**src/rtl/fetch_unit.sv**
```systemverilog
// Instruction fetch stage: owns the PC, issues one word read at a time to the mmu,
// and queues returned words in a 2-entry buffer for decode.
module fetch_unit #(
  parameter logic [31:0] RESET_PC = 32'h0000_0000
) (
  input  logic        clk,
  input  logic        reset,
  input  logic        redirect_valid,
  input  logic [31:0] redirect_pc,
  output logic        instr_valid,
  input  logic        instr_ready,
  output logic [31:0] instr,
  output logic [31:0] instr_pc,
  output logic        instr_fault,
  output logic        mem_read_enable,
  output logic        mem_write_enable,
  output logic        mem_signed,
  output logic [1:0]  mem_width,
  output logic [31:0] mem_address,
  output logic [31:0] mem_data_in,
  input  logic [31:0] mem_data_out,
  input  logic        mem_ready
);

  localparam int unsigned XLEN  = 32;
  localparam int unsigned DEPTH = 2;

  typedef enum logic [1:0] {
    IDLE,
    ISSUED,
    WAIT,
    FAULT
  } state_t;

  typedef struct packed {
    logic [XLEN-1:0] pc;
    logic [XLEN-1:0] word;
    logic            fault;
  } entry_t;

  state_t          state;
  logic [XLEN-1:0] pc;
  logic [XLEN-1:0] req_pc;
  logic            discard;

  entry_t          fifo_q [DEPTH];
  logic            head;
  logic [1:0]      count;

  logic            push_c;
  logic            pop_c;
  entry_t          push_entry_c;
  logic            tail_c;
  logic [1:0]      count_nxt_c;
  logic            head_nxt_c;
  entry_t          head_entry_c;

  assign mem_write_enable = 1'b0;
  assign mem_signed       = 1'b0;
  assign mem_width        = 2'd3;
  assign mem_data_in      = '0;

  // Buffer push/pop decisions and the head entry as it will look next cycle.
  always_comb begin
    push_c       = 1'b0;
    push_entry_c = '0;
    pop_c        = instr_valid && instr_ready && !redirect_valid;
    if (!redirect_valid) begin
      case (state)
        IDLE: begin
          if (pc[1:0] != 2'b00 && count != 2'(DEPTH)) begin
            push_c             = 1'b1;
            push_entry_c.pc    = pc;
            push_entry_c.word  = '0;
            push_entry_c.fault = 1'b1;
          end
        end
        WAIT: begin
          if (mem_ready && !discard) begin
            push_c             = 1'b1;
            push_entry_c.pc    = req_pc;
            push_entry_c.word  = mem_data_out;
            push_entry_c.fault = 1'b0;
          end
        end
        default: ;
      endcase
    end
    tail_c       = head ^ count[0];
    count_nxt_c  = redirect_valid ? 2'd0 : count + 2'(push_c) - 2'(pop_c);
    head_nxt_c   = redirect_valid ? 1'b0 : head ^ pop_c;
    head_entry_c = (push_c && tail_c == head_nxt_c) ? push_entry_c : fifo_q[head_nxt_c];
  end

  // Instruction buffer storage and registered decode-facing outputs.
  always_ff @(posedge clk) begin
    if (reset) begin
      count       <= '0;
      head        <= 1'b0;
      instr_valid <= 1'b0;
      instr       <= '0;
      instr_pc    <= '0;
      instr_fault <= 1'b0;
    end else begin
      count       <= count_nxt_c;
      head        <= head_nxt_c;
      if (push_c) begin
        fifo_q[tail_c] <= push_entry_c;
      end
      instr_valid <= (count_nxt_c != 2'd0);
      if (count_nxt_c != 2'd0) begin
        instr       <= head_entry_c.word;
        instr_pc    <= head_entry_c.pc;
        instr_fault <= head_entry_c.fault;
      end else begin
        instr       <= '0;
        instr_pc    <= '0;
        instr_fault <= 1'b0;
      end
    end
  end

  // Fetch FSM; a redirect during a transaction lets it finish and marks its data stale.
  always_ff @(posedge clk) begin
    if (reset) begin
      state           <= IDLE;
      pc              <= RESET_PC;
      req_pc          <= RESET_PC;
      discard         <= 1'b0;
      mem_read_enable <= 1'b0;
      mem_address     <= RESET_PC;
    end else begin
      case (state)
        IDLE: begin
          if (redirect_valid) begin
            pc <= redirect_pc;
          end else if (pc[1:0] != 2'b00) begin
            if (count != 2'(DEPTH)) begin
              state <= FAULT;
            end
          end else if (count != 2'(DEPTH) && mem_ready) begin
            mem_read_enable <= 1'b1;
            mem_address     <= pc;
            req_pc          <= pc;
            state           <= ISSUED;
          end
        end
        ISSUED: begin
          if (!mem_ready) begin
            mem_read_enable <= 1'b0;
            state           <= WAIT;
          end
          if (redirect_valid) begin
            discard <= 1'b1;
            pc      <= redirect_pc;
          end
        end
        WAIT: begin
          if (mem_ready) begin
            state <= IDLE;
            if (redirect_valid) begin
              discard <= 1'b0;
              pc      <= redirect_pc;
            end else if (discard) begin
              discard <= 1'b0;
            end else begin
              pc <= req_pc + 32'd4;
            end
          end else if (redirect_valid) begin
            discard <= 1'b1;
            pc      <= redirect_pc;
          end
        end
        FAULT: begin
          if (redirect_valid) begin
            pc    <= redirect_pc;
            state <= IDLE;
          end
        end
        default: state <= IDLE;
      endcase
    end
  end

endmodule

```
**config.mk**
```make
export PLATFORM = sky130hd
export DESIGN_NAME = fetch_unit
export DESIGN_NICKNAME = d
export VERILOG_FILES = /design/src/rtl/fetch_unit.sv
export SDC_FILE = /design/constraint.sdc
export NUM_CORES = 1
export LEC_CHECK = 0
export ABC_AREA = 1
export CORE_UTILIZATION = 38
export DETAILED_ROUTE_END_ITERATION = 8
export GPL_TIMING_DRIVEN = 0
export SLEW_MARGIN = 20
export SYNTH_ARGS = -nofsm -noshare
export SYNTH_HDL_FRONTEND = slang
export SYNTH_SLANG_ARGS = --single-unit
```
**constraint.sdc**
```tcl
create_clock -name clk -period 7.7 [get_ports clk]
set_clock_uncertainty 0.15 [all_clocks]
set_input_delay 1.54 -clock clk [delete_from_list [all_inputs] [get_ports clk]]
set_output_delay 1.54 -clock clk [all_outputs]
set_load 0.02 [all_outputs]
```
==> run summary, run 1 <==
initial DRC count -> 872
dominant synthesized flop cell -> dfxtp_1
antenna viol nets, final -> 0
clock tree buffer depth -> 3
top cell type's share of synthesized area -> 32.8%
Diodes inserted -> 0
Worst-Skew Late Latency -> 0.55 ns
Routed WL -> 35700 um
outcome -> complete, no violations
TritonCTS clock tree -> built
post-place setup slack -> 1.81 ns
Crit-path slowest cell -> clkdlybuf4s50_1
TritonCTS Buffers -> 29
GRT Total Usage -> 22.3%
FILL cells -> 2883
Crit. End Element -> flip-flop
Final Util -> 50.0%
largest net degree at the start of global routing -> 22
DR WL/cell -> 18.1 um
Area Growth Syn to Fin -> 29.0%
Final setup violation count -> 0
first-pass detailed-route iteration total -> 5
CP Max Fanout -> 10
post-synth cell types -> 41
Post-CTS Repair Setup Buffers -> 0
final period utilization -> 69.1%
HP Start -> mem_read_enable$_SDFFE_PP0P_
synthesized flop and latch total -> 267
Pleak -> 5.81 nW
TNS Setup -> 0 ns
first-pass GRT wire length -> 53500 um
Synth Instances -> 1315
# clock sinks -> 267
Worst-path clk slew -> 0.06 ns
Die Height -> 179 um
Rows -> 64
Critical Path RT -> 8.03 ns
crit start category -> input port
Final Hold Vio Count -> 0
vias -> 9840
CP peak stage delay -> 0.62 ns
antenna violations before repair -> 0
Buf+Inv Stages, Crit Path -> 6
top-count cell post-synth -> nor2_1
crit path time final -> 5.32 ns
fin. max-slew vios -> 0
WS Path Type -> in -> reg
hpwl dp -> 25500 um
Final nets -> 1629
max cap viols -> 0
YS warnings -> 0
I/O pins -> 204
Mean Syn Cell Area -> 9.04 um^2
placed instance count -> 1918
core box area -> 30700 um^2
Relative slew margins -> 36.5%
RR Endpoint -> instr[20]$_SDFF_PP0_
worst min-delay path endpoint -> mem_read_enable$_SDFFE_PP0P_
asr flop ratio synth -> 0%
cts hold-fix bufs -> 0
slack of the critical path -> 2.38 ns
sequential fraction of the synthesis area -> 55.9%
Post-synth EDFFs -> 130
slew at the pin with the worst max-slew slack -> 0.945 ns
total power draw -> 3.90 mW
# resized after CTS -> 0
Achievable Freq -> 0.188 GHz
H-tree depth -> 1
layout cells sized above 1 -> 12.0%
RSZ-0062 raised after global routing -> false
Die Width -> 179 um
cell taking the most area after synthesis -> edfxtp_1
vias in the first global route -> 9259
R2R setup slack -> 3.24 ns
HP Class -> reg -> reg
Post-Layout Cell Count -> 1972
Mapped Area -> 11900 um^2
drt via density -> 4.99
residual DRC count -> 0
hold path cells -> 2
die area -> 32000 um^2
Root Buffer -> clkbuf_16
PD cells -> 254 nW/um^2
maximum VDD drop -> 169 uV
largest cells by area after synthesis -> edfxtp_1, dfxtp_1, nor2_1
data arrival time of the critical path -> 5.65 ns
Port Buffers -> 167
Initial Util -> 38.8%
Worst Reg2Reg Path Length in Cells -> 17
CP Cell Sequence -> clkdlybuf4s50_1, nand2_2, nor2_4, nand2_4, clkbuf_1, inv_1, nor2_1, ha_1, inv_1, ha_1, xnor2_1, a21oi_1, buf_2, clkbuf_1, o21ai_1, nor2_1
GPL Wtd Cong -> 0.950
grt total ovfl -> 0
Reg2Reg Launch Point -> state[0]$_SDFFE_PP0P_
most frequent cells after synthesis -> nor2_1, nand2_1, dfxtp_1
Crit path max-delay family -> buffers and inverters
[placed cells by master, fill, tap and decap left out, types with 16 or more instances in the layout]
master and n:
a21oi_1 91, edfxtp_1 130, nand2_1 205, mux2_2 64
nor2_1 248, buf_2 20, o21ai_0 63, a31oi_1 16
clkbuf_1 42, o21ai_1 61, buf_4 36, conb_1 36
nand3_1 34, dfxtp_1 137, clkdlybuf4s50_1 167, inv_1 94
clkbuf_16 29
[state kept, by name (all words and copies together), names as in the netlist]
| name | flops |
|---|---|
| head | 1 |
| instr | 32 |
| pc | 32 |
| state | 2 |
| instr_valid | 1 |
| discard | 1 |
| fifo_q | 130 |
| instr_fault | 1 |
| req_pc | 32 |
| count | 2 |
| instr_pc | 32 |
| mem_read_enable | 1 |
[report_power, final]
group | switching, mW | internal, mW | total, mW
clock network | 0.568 | 0.837 | 1.41
logic | 0.473 | 0.307 | 0.779
registers | 0.101 | 1.61 | 1.72
[cell type report]
| type | count | area, um^2 | area share (%) |
|---|---|---|---|
| flip-flops and latches | 267 | 6650 | 43.3 |
| clock inverters | 11 | 118 | 0.767 |
| well taps | 396 | 495 | 3.23 |
| repair buffers | 173 | 1840 | 12.0 |
| inverters | 97 | 364 | 2.37 |
| plain buffers | 102 | 581 | 3.79 |
| clock buffers | 43 | 858 | 5.60 |
| multi-input cells | 883 | 4440 | 28.9 |
[per-layer routing]
layer  routed length, um  track usage [%]  share of wire, %  vias to the layer above
li1                    -                -                 -                     4814
met5                   0                0                 0                        -
met3                2400             2.99               6.7                       65
met1               16000             30.6                45                     4555
met2               16200             35.9                45                      406
met4                1020             7.42               2.9                        0
[stage by stage]
step | hold WS (ns) | area, um^2
after floorplan | 0.299 | 12000
after global placement | 0.293 | 14200
after detailed placement | 0.298 | 14400
after CTS | 0.318 | 15300
after global routing | 0.339 | 15300
final | 0.315 | 15300
[how the worst max path moves through the flow]
stage,from,endpoint,cells past startpoint
5_1_grt,mem_ready,instr[0]$_SDFF_PP0_,16
2_1_floorplan,mem_ready,fifo_q[0][0]$_DFFE_PP_,6
3_3_place_gp,mem_ready,fifo_q[0][2]$_DFFE_PP_,7
3_5_place_dp,mem_ready,instr[0]$_SDFF_PP0_,16
4_1_cts,mem_ready,instr[20]$_SDFF_PP0_,16
6_report,mem_ready,instr[20]$_SDFF_PP0_,16
[cell families after synthesis]
family	share of synthesized area, %
simple gates	16.9
xor+xnor	0.589
other cells	0.0632
compound gates	11.7
buf+inv	7.95
fa+ha+maj	0.737
mux	6.15
flops	55.9
[worst register-to-register path: stages (launching register included)]
cell	delay, ns
dfxtp_1	0.36
inv_1	0.09
ha_1	0.28
nand2_2	0.29
nor2_4	0.13
nand2_4	0.20
clkbuf_1	0.60
inv_1	0.21
nor2_1	0.15
ha_1	0.23
inv_1	0.06
ha_1	0.15
xnor2_1	0.09
a21oi_1	0.35
buf_2	0.33
clkbuf_1	0.41
o21ai_1	0.15
nor2_1	0.15
Note: power is estimated with default switching activity, not from simulation.
==> inputs of run 2 (changes only) <==
==> constraint.sdc (replaced) <==
create_clock -name clk -period 5 [get_ports clk]
set_clock_uncertainty 0.15 [all_clocks]
set_input_delay 1 -clock clk [delete_from_list [all_inputs] [get_ports clk]]
set_output_delay 1 -clock clk [all_outputs]
set_load 0.02 [all_outputs]
==> results of run 2 <==
The final DEF is identical to that of run 1. Status: complete, no violations.
Main changes from that run: setup slack after placement 1.81 ns -> -0.351 ns; setup slack after layout 2.38 ns -> 0.218 ns; register-to-register setup slack 3.24 ns -> 0.54 ns; total power 3.90 mW -> 6.01 mW; worst IR drop on VDD 169 uV -> 260 uV
==> RTL change 1: new RTL, config.mk and constraints of run 2 <==
The localparam `DEPTH` goes from 2 to 4.
--- a/src/rtl/fetch_unit.sv
+++ b/src/rtl/fetch_unit.sv
@@ -23,7 +23,7 @@
 );
 
   localparam int unsigned XLEN  = 32;
-  localparam int unsigned DEPTH = 2;
+  localparam int unsigned DEPTH = 4;
 
   typedef enum logic [1:0] {
     IDLE,
Check against the original RTL: not equivalent (Yosys sat finds a counterexample within 4 cycles, from zero or initial values and one cycle with reset high).
==> RTL change 1 against run 2 <==
Worst setup slack improved by 860 ps. Area after synthesis increased by 4.5%. Register-to-register slack gained 810 ps. Routed wire length grew 5.2%. Sequential share of layout area is 1.4 points lower. Final area increased by 3.4%. Sequential cell count unchanged. First-iteration DRC count grew 12%. Largest cell class unchanged. Highest routed layer unchanged.
Power is not compared: it rests on default switching activity, and its combinational part moved more than twofold at a synthesized area within 25%.
==> RTL change 1: results (changes against run 2) <==
* Slew headroom at 31.9% (was 36.5%)
* Fillers at 3,145 (was 2,883)
* Cts bufs inserted at 29 (unchanged)
* First-pass GRT wire length at 58,000 um (was 53,500 um)
* Hold WC Path Type: flip-flop to flip-flop (unchanged)
* Clock root buffer master: clkbuf_16 (unchanged)
* Placed inst area at 14,900 um2 (was 14,400 um2)
* Most flop-heavy register: fifo_q (unchanged)
* Met3 WL at 2580 um (was 2400 um)
* Drt initial violations at 977 (was 872)
* Worst path arrival time at 4240 ps (was 5110 ps)
* Outcome: completed (unchanged)
* Initial antenna violation count at 0 (unchanged)
* Met2 Usage GRT at 37.3% (was 35.9%)
* Slowest library cell on the worst path: clkdlybuf4s50_1 (unchanged)
* Via count at 10,777 (was 9,840)
* CP Max Fanout at 10 (unchanged)
* HPWL reported at the end of detailed placement at 27,800 um (was 25,500 um)
* Clock tree buffer depth at 3 (unchanged)
* Largest net degree at the start of global routing at 20 (was 22)
* Vias in the first global route at 10,274 (was 9,259)
* Max Used Layer: met4 (unchanged)
* Met3 Use GR at 2.84% (was 2.99%)
* Post-place setup slack at 489 ps (was -351 ps)
* Port Buffers at 166 (was 167)
* Detailed Routing Iterations Pass 1 at 5 (unchanged)
* Top_reg_cell synth: dfxtp_1 (unchanged)
* N_diodes at 0 (unchanged)
* Largest cells by area after synthesis: edfxtp_1 (31%), dfxtp_1 (22%), nand2_1 (6.8%), o21ai_0 (6.7%), inv_1 (6.5%) (was edfxtp_1 (33%), dfxtp_1 (23%), nor2_1 (7.9%), nand2_1 (6.5%), mux2_2 (6.1%))
* Worst-path clk slew at 60 ps (about the same)
* Metal1 wirelength at 17,000 um (was 16,000 um)
* Final wirelength at 37,600 um (was 35,700 um)
* WL met2 at 17,200 um (was 16,200 um)
* Layout cell share with drive strength beyond 1 at 8.94% (was 12.0%)
* Final hold vios at 0 (unchanged)
* Post-synth ARST share at 0% (unchanged)
* Crit path largest cell delay at 470 ps (was 620 ps)
* GPL Wtd Cong at 0.951 (was 0.950)
* Top cells by count, synth: nand2_1 (224), inv_1 (214), o21ai_0 (167) (was nor2_1 (250), nand2_1 (205), dfxtp_1 (137))
* Nets at 1,811 (was 1,629)
* VDD IR max at approximately 300 uV
* Global Route met1 Usage at 31.1% (was 30.6%)
* Synth warnings at 0 (unchanged)
* Clk_lat worst skew at 560 ps
* H-tree depth at 1 (unchanged)
* Cells after Synth at 1,497 (was 1,315)
* Yosys cell types at 41 (unchanged)
* CTS resizes at 0 (unchanged)
* Total GRT Usage at 22.5% (was 22.3%)
* DP Cell Count at 2,138 (was 1,918)
* Top delay family on crit path: buffers and inverters (unchanged)
* P_leak at ~0.0066 uW
* Sequential fraction of the synthesis area at 53.5% (was 55.9%)
* WL/cell at 17.1 um (was 18.1 um)
* Max FFs per register at 130 (unchanged)
* Post-CTS Setup Bufs at 0 (unchanged)
* EDFF count, synth at 130 (unchanged)
RTL change 1: cell types whose count changed after synthesis, moves of 6 or more:
cell	before	now
a221oi_1	1	7
a31oi_1	16	0
buf_2	20	34
buf_4	36	45
inv_1	94	214
mux2_2	64	0
nand2_1	205	224
nand3_1	34	40
nor2_1	250	162
nor3_1	8	70
o21ai_0	63	167
o21ai_1	61	55
o221ai_1	7	1
o22ai_1	4	22
RTL change 1: worst paths after layout:
check / from / end / slack (ps) / cells after the start
setup / recovery: mem_ready / instr_pc[31] / 1080 / 15
hold / removal: pc[12] / pc[12] / 320 / 2
setup reg to reg: state[0] / instr_pc[31] / 1350 / 16
hold reg to reg: pc[12] / pc[12] / 320 / 2
RTL change 1: report_power, final:
group | total [uW] | switching, uW | internal (uW)
Sequential | 2370 | 34.8 | 2330
Clock | 2100 | 871 | 1230
Combinational | 530 | 335 | 195
Total | 5000 | 1240 | 3760
RTL change 1: logic make-up (layout without fill, tap and decap cells):
family                     Yosys count  after routing  synth area share (%)
adders and majority gates            8              8                 0.806
xor gates and xnor gates             9              9                 0.756
muxes                                1              1                0.0806
DFF                                267            267                  53.5
AOI/OAI and AO/OA                  349            349                  14.8
buffers and inverters              341            567                  12.1
and+or+nand+nor                    520            520                  17.8
other                                2             36                0.0605
RTL change 1: area by class of cell:
class | instances | area, um2 | share of cell area (%)
Multi-Input combinational cell | 923 | 4410 | 27.8
Sequential cell | 267 | 6650 | 41.9
Clock inverter | 17 | 163 | 1.03
Tap cell | 435 | 544 | 3.43
Timing Repair Buffer | 172 | 1830 | 11.5
Buffer | 120 | 669 | 4.22
Inverter | 221 | 830 | 5.23
Clock buffer | 37 | 766 | 4.83
RTL change 1: tightest hold or removal path, cell delays in order, from the launching register on:
cell and delay, ps:
dfxtp_1 310, nand2_1 60, a21oi_1 60
==> RTL change 2: new RTL, config.mk and constraints of run 2 <==
Without the edit above. Encoding of `state_t`: now one-hot (4 bits for 4 states).
--- a/src/rtl/fetch_unit.sv
+++ b/src/rtl/fetch_unit.sv
@@ -25,11 +25,11 @@
   localparam int unsigned XLEN  = 32;
   localparam int unsigned DEPTH = 2;
 
-  typedef enum logic [1:0] {
-    IDLE,
-    ISSUED,
-    WAIT,
-    FAULT
+  typedef enum logic [3:0] {
+    IDLE   = 4'b0001,
+    ISSUED = 4'b0010,
+    WAIT   = 4'b0100,
+    FAULT  = 4'b1000
   } state_t;
 
   typedef struct packed {
Formal check against the unedited RTL: same outputs for any inputs over 4 cycles, from zero or initial values and one cycle with reset high; so few cycles prove little.
==> RTL change 2 against run 2 <==
Worst hold slack improved by 5.5 ps. Utilization up 0.11 points. Routed wire length shrank 4.7%. Area after synthesis is 1.3% higher. Sequential share of layout area is 0.17 points lower. Via count rose by 0.12%. Sequential cell count grew 2. Final cell count increased by 1.1%. Non-clock buffer count is 4 higher. Total power decreased by 5.6%. Final area up 1.0%. Worst setup slack gained 570 ps. Synthesized cell count is 1.7% higher. Largest power group unchanged. Highest routed layer unchanged.
==> RTL change 2: results (changes against run 2) <==
* CP Max Fanout at 10 (unchanged)
* Largest cells by area after synthesis: edfxtp_1 (32%), dfxtp_1 (23%), nor2_1 (8.7%), mux2_2 (6.1%), nand2_1 (5.8%) (was edfxtp_1 (33%), dfxtp_1 (23%), nor2_1 (7.9%), nand2_1 (6.5%), mux2_2 (6.1%))
* Final wirelength at 34,000 um (was 35,700 um)
* Post-Synth XOR/XNOR Area at 1.31% (was 0.589%)
* Top cells by count, synth: nor2_1 (278), nand2_1 (187), dfxtp_1 (139) (was nor2_1 (250), nand2_1 (205), dfxtp_1 (137))
* Outcome: completed (unchanged)
* Max Used Layer: met4 (unchanged)
* Top_reg_cell synth: dfxtp_1 (unchanged)
* Compound-Gate Fraction of Synth Area at 10.3% (was 11.7%)
* Port Buffers at 165 (was 167)
* Top delay family on crit path: buffers and inverters (unchanged)
* Post-Synth Adder-Cell Area at 0.312% (was 0.737%)
* Largest net degree at the start of global routing at 23 (was 22)
* Slowest library cell on the worst path: clkbuf_1 (was clkdlybuf4s50_1)
* Cts bufs inserted at 29 (unchanged)
* GPL Wtd Cong at 0.933 (was 0.950)
* Slew headroom at 48.2% (was 36.5%)
* Drt initial violations at 905 (was 872)
* Worst path arrival time at 4540 ps (was 5110 ps)
* Crit start category: input port (unchanged)
* Met2 Usage GRT at 33.1% (was 35.9%)
* WL met2 at 15,300 um (was 16,200 um)
* Detailed Routing Iterations Pass 1 at 5 (unchanged)
* Yosys cell types at 39 (was 41)
* Layout cell share with drive strength beyond 1 at 11.7% (was 12.0%)
* Crit path largest cell delay at 620 ps (about the same)
* Clk_lat worst skew at around 540 ps
* Mux contribution to synthesized area at 6.08% (was 6.15%)
* VDD IR max at 252 uV (was 260 uV)
* Worst-path clk slew at 60 ps (about the same)
* N_diodes at 0 (unchanged)
* Met3 Use GR at 3.07% (was 2.99%)
* Sequential fraction of the synthesis area at 55.5% (was 55.9%)
* Met3 WL at 2610 um (was 2400 um)
* Hold WC Path Type: flip-flop to flip-flop (unchanged)
* First-pass GRT wire length at 53,000 um (was 53,500 um)
* Total GRT Usage at 20.7% (was 22.3%)
* Via count at 9,852 (was 9,840)
* Reg2Reg Setup Slack at 1630 ps (was 540 ps)
* Vias in the first global route at 9,580 (was 9,259)
* Metal1 wirelength at 15,300 um (was 16,000 um)
* CTS resizes at 0 (unchanged)
* P_leak at 0.00592 uW (was 0.00581 uW)
* Nets at 1,646 (was 1,629)
* Placed inst area at 14,500 um2 (was 14,400 um2)
* Clock tree buffer depth at 3 (unchanged)
* EDFF count, synth at 130 (unchanged)
* Fillers at 2,909 (was 2,883)
* Global Route met1 Usage at 29.0% (was 30.6%)
* HPWL reported at the end of detailed placement at 24,300 um (was 25,500 um)
## RTL change 2: changes by cell type after synthesis, moves of 7 or more
cell	before	now
o21ai_1	61	12
o21ai_0	63	105
a22oi_1	0	29
nor2_1	250	278
nor3_1	8	36
a21oi_1	91	67
nand2_1	205	187
buf_2	20	5
clkbuf_1	36	51
a31oi_1	16	2
nand3_1	34	26
o221ai_1	7	0
## RTL change 2: cell type report
cell class	instances	area (um2)	share of cell area, %
sequential	269	6690	43.2
multi-input combinational	897	4530	29.2
timing repair buffer	171	1820	11.7
clock buffer	41	821	5.30
buffer	108	607	3.92
tap	396	495	3.20
inverter	98	368	2.37
clock inverter	13	170	1.10
## RTL change 2: where the power goes
group / internal [uW] / leakage (uW) / switching [uW] / total, uW
registers: 2420 / 0.00241 / 128 / 2550
logic: 338 / 0.00303 / 573 / 911
clock network: 1350 / 0.000488 / 866 / 2210
## RTL change 2: stage by stage
step / power (uW) / hold WS [ps] / cells / setup WS, ps / TNS [ps]
2_1_floorplan: 3110 / 293 / 1372 / -13.1 / -1700
3_3_place_gp: 3470 / 305 / 1933 / -2620 / -339710
3_5_place_dp: 3490 / 310 / 1939 / 179 / 0
4_1_cts: 5690 / 319 / 1993 / 736 / 0
5_1_grt: 5900 / 341 / 1993 / 402 / 0
6_report: 5670 / 321 / 1993 / 785 / 0
## RTL change 2: final timing paths
check            startpoint      endpoint  cells after the start
max          redirect_valid  instr_pc[28]                     13
min reg2reg          pc[17]        pc[17]                      2
min                  pc[17]        pc[17]                      2
max reg2reg        state[0]  instr_pc[28]                     13
## RTL change 2: tightest hold or removal path, delay by kind of cell, from the launching register on
kind	cells	cell delay [ps]
and+or+nand+nor	1	60
DFF	1	310
AOI/OAI and AO/OA	1	50
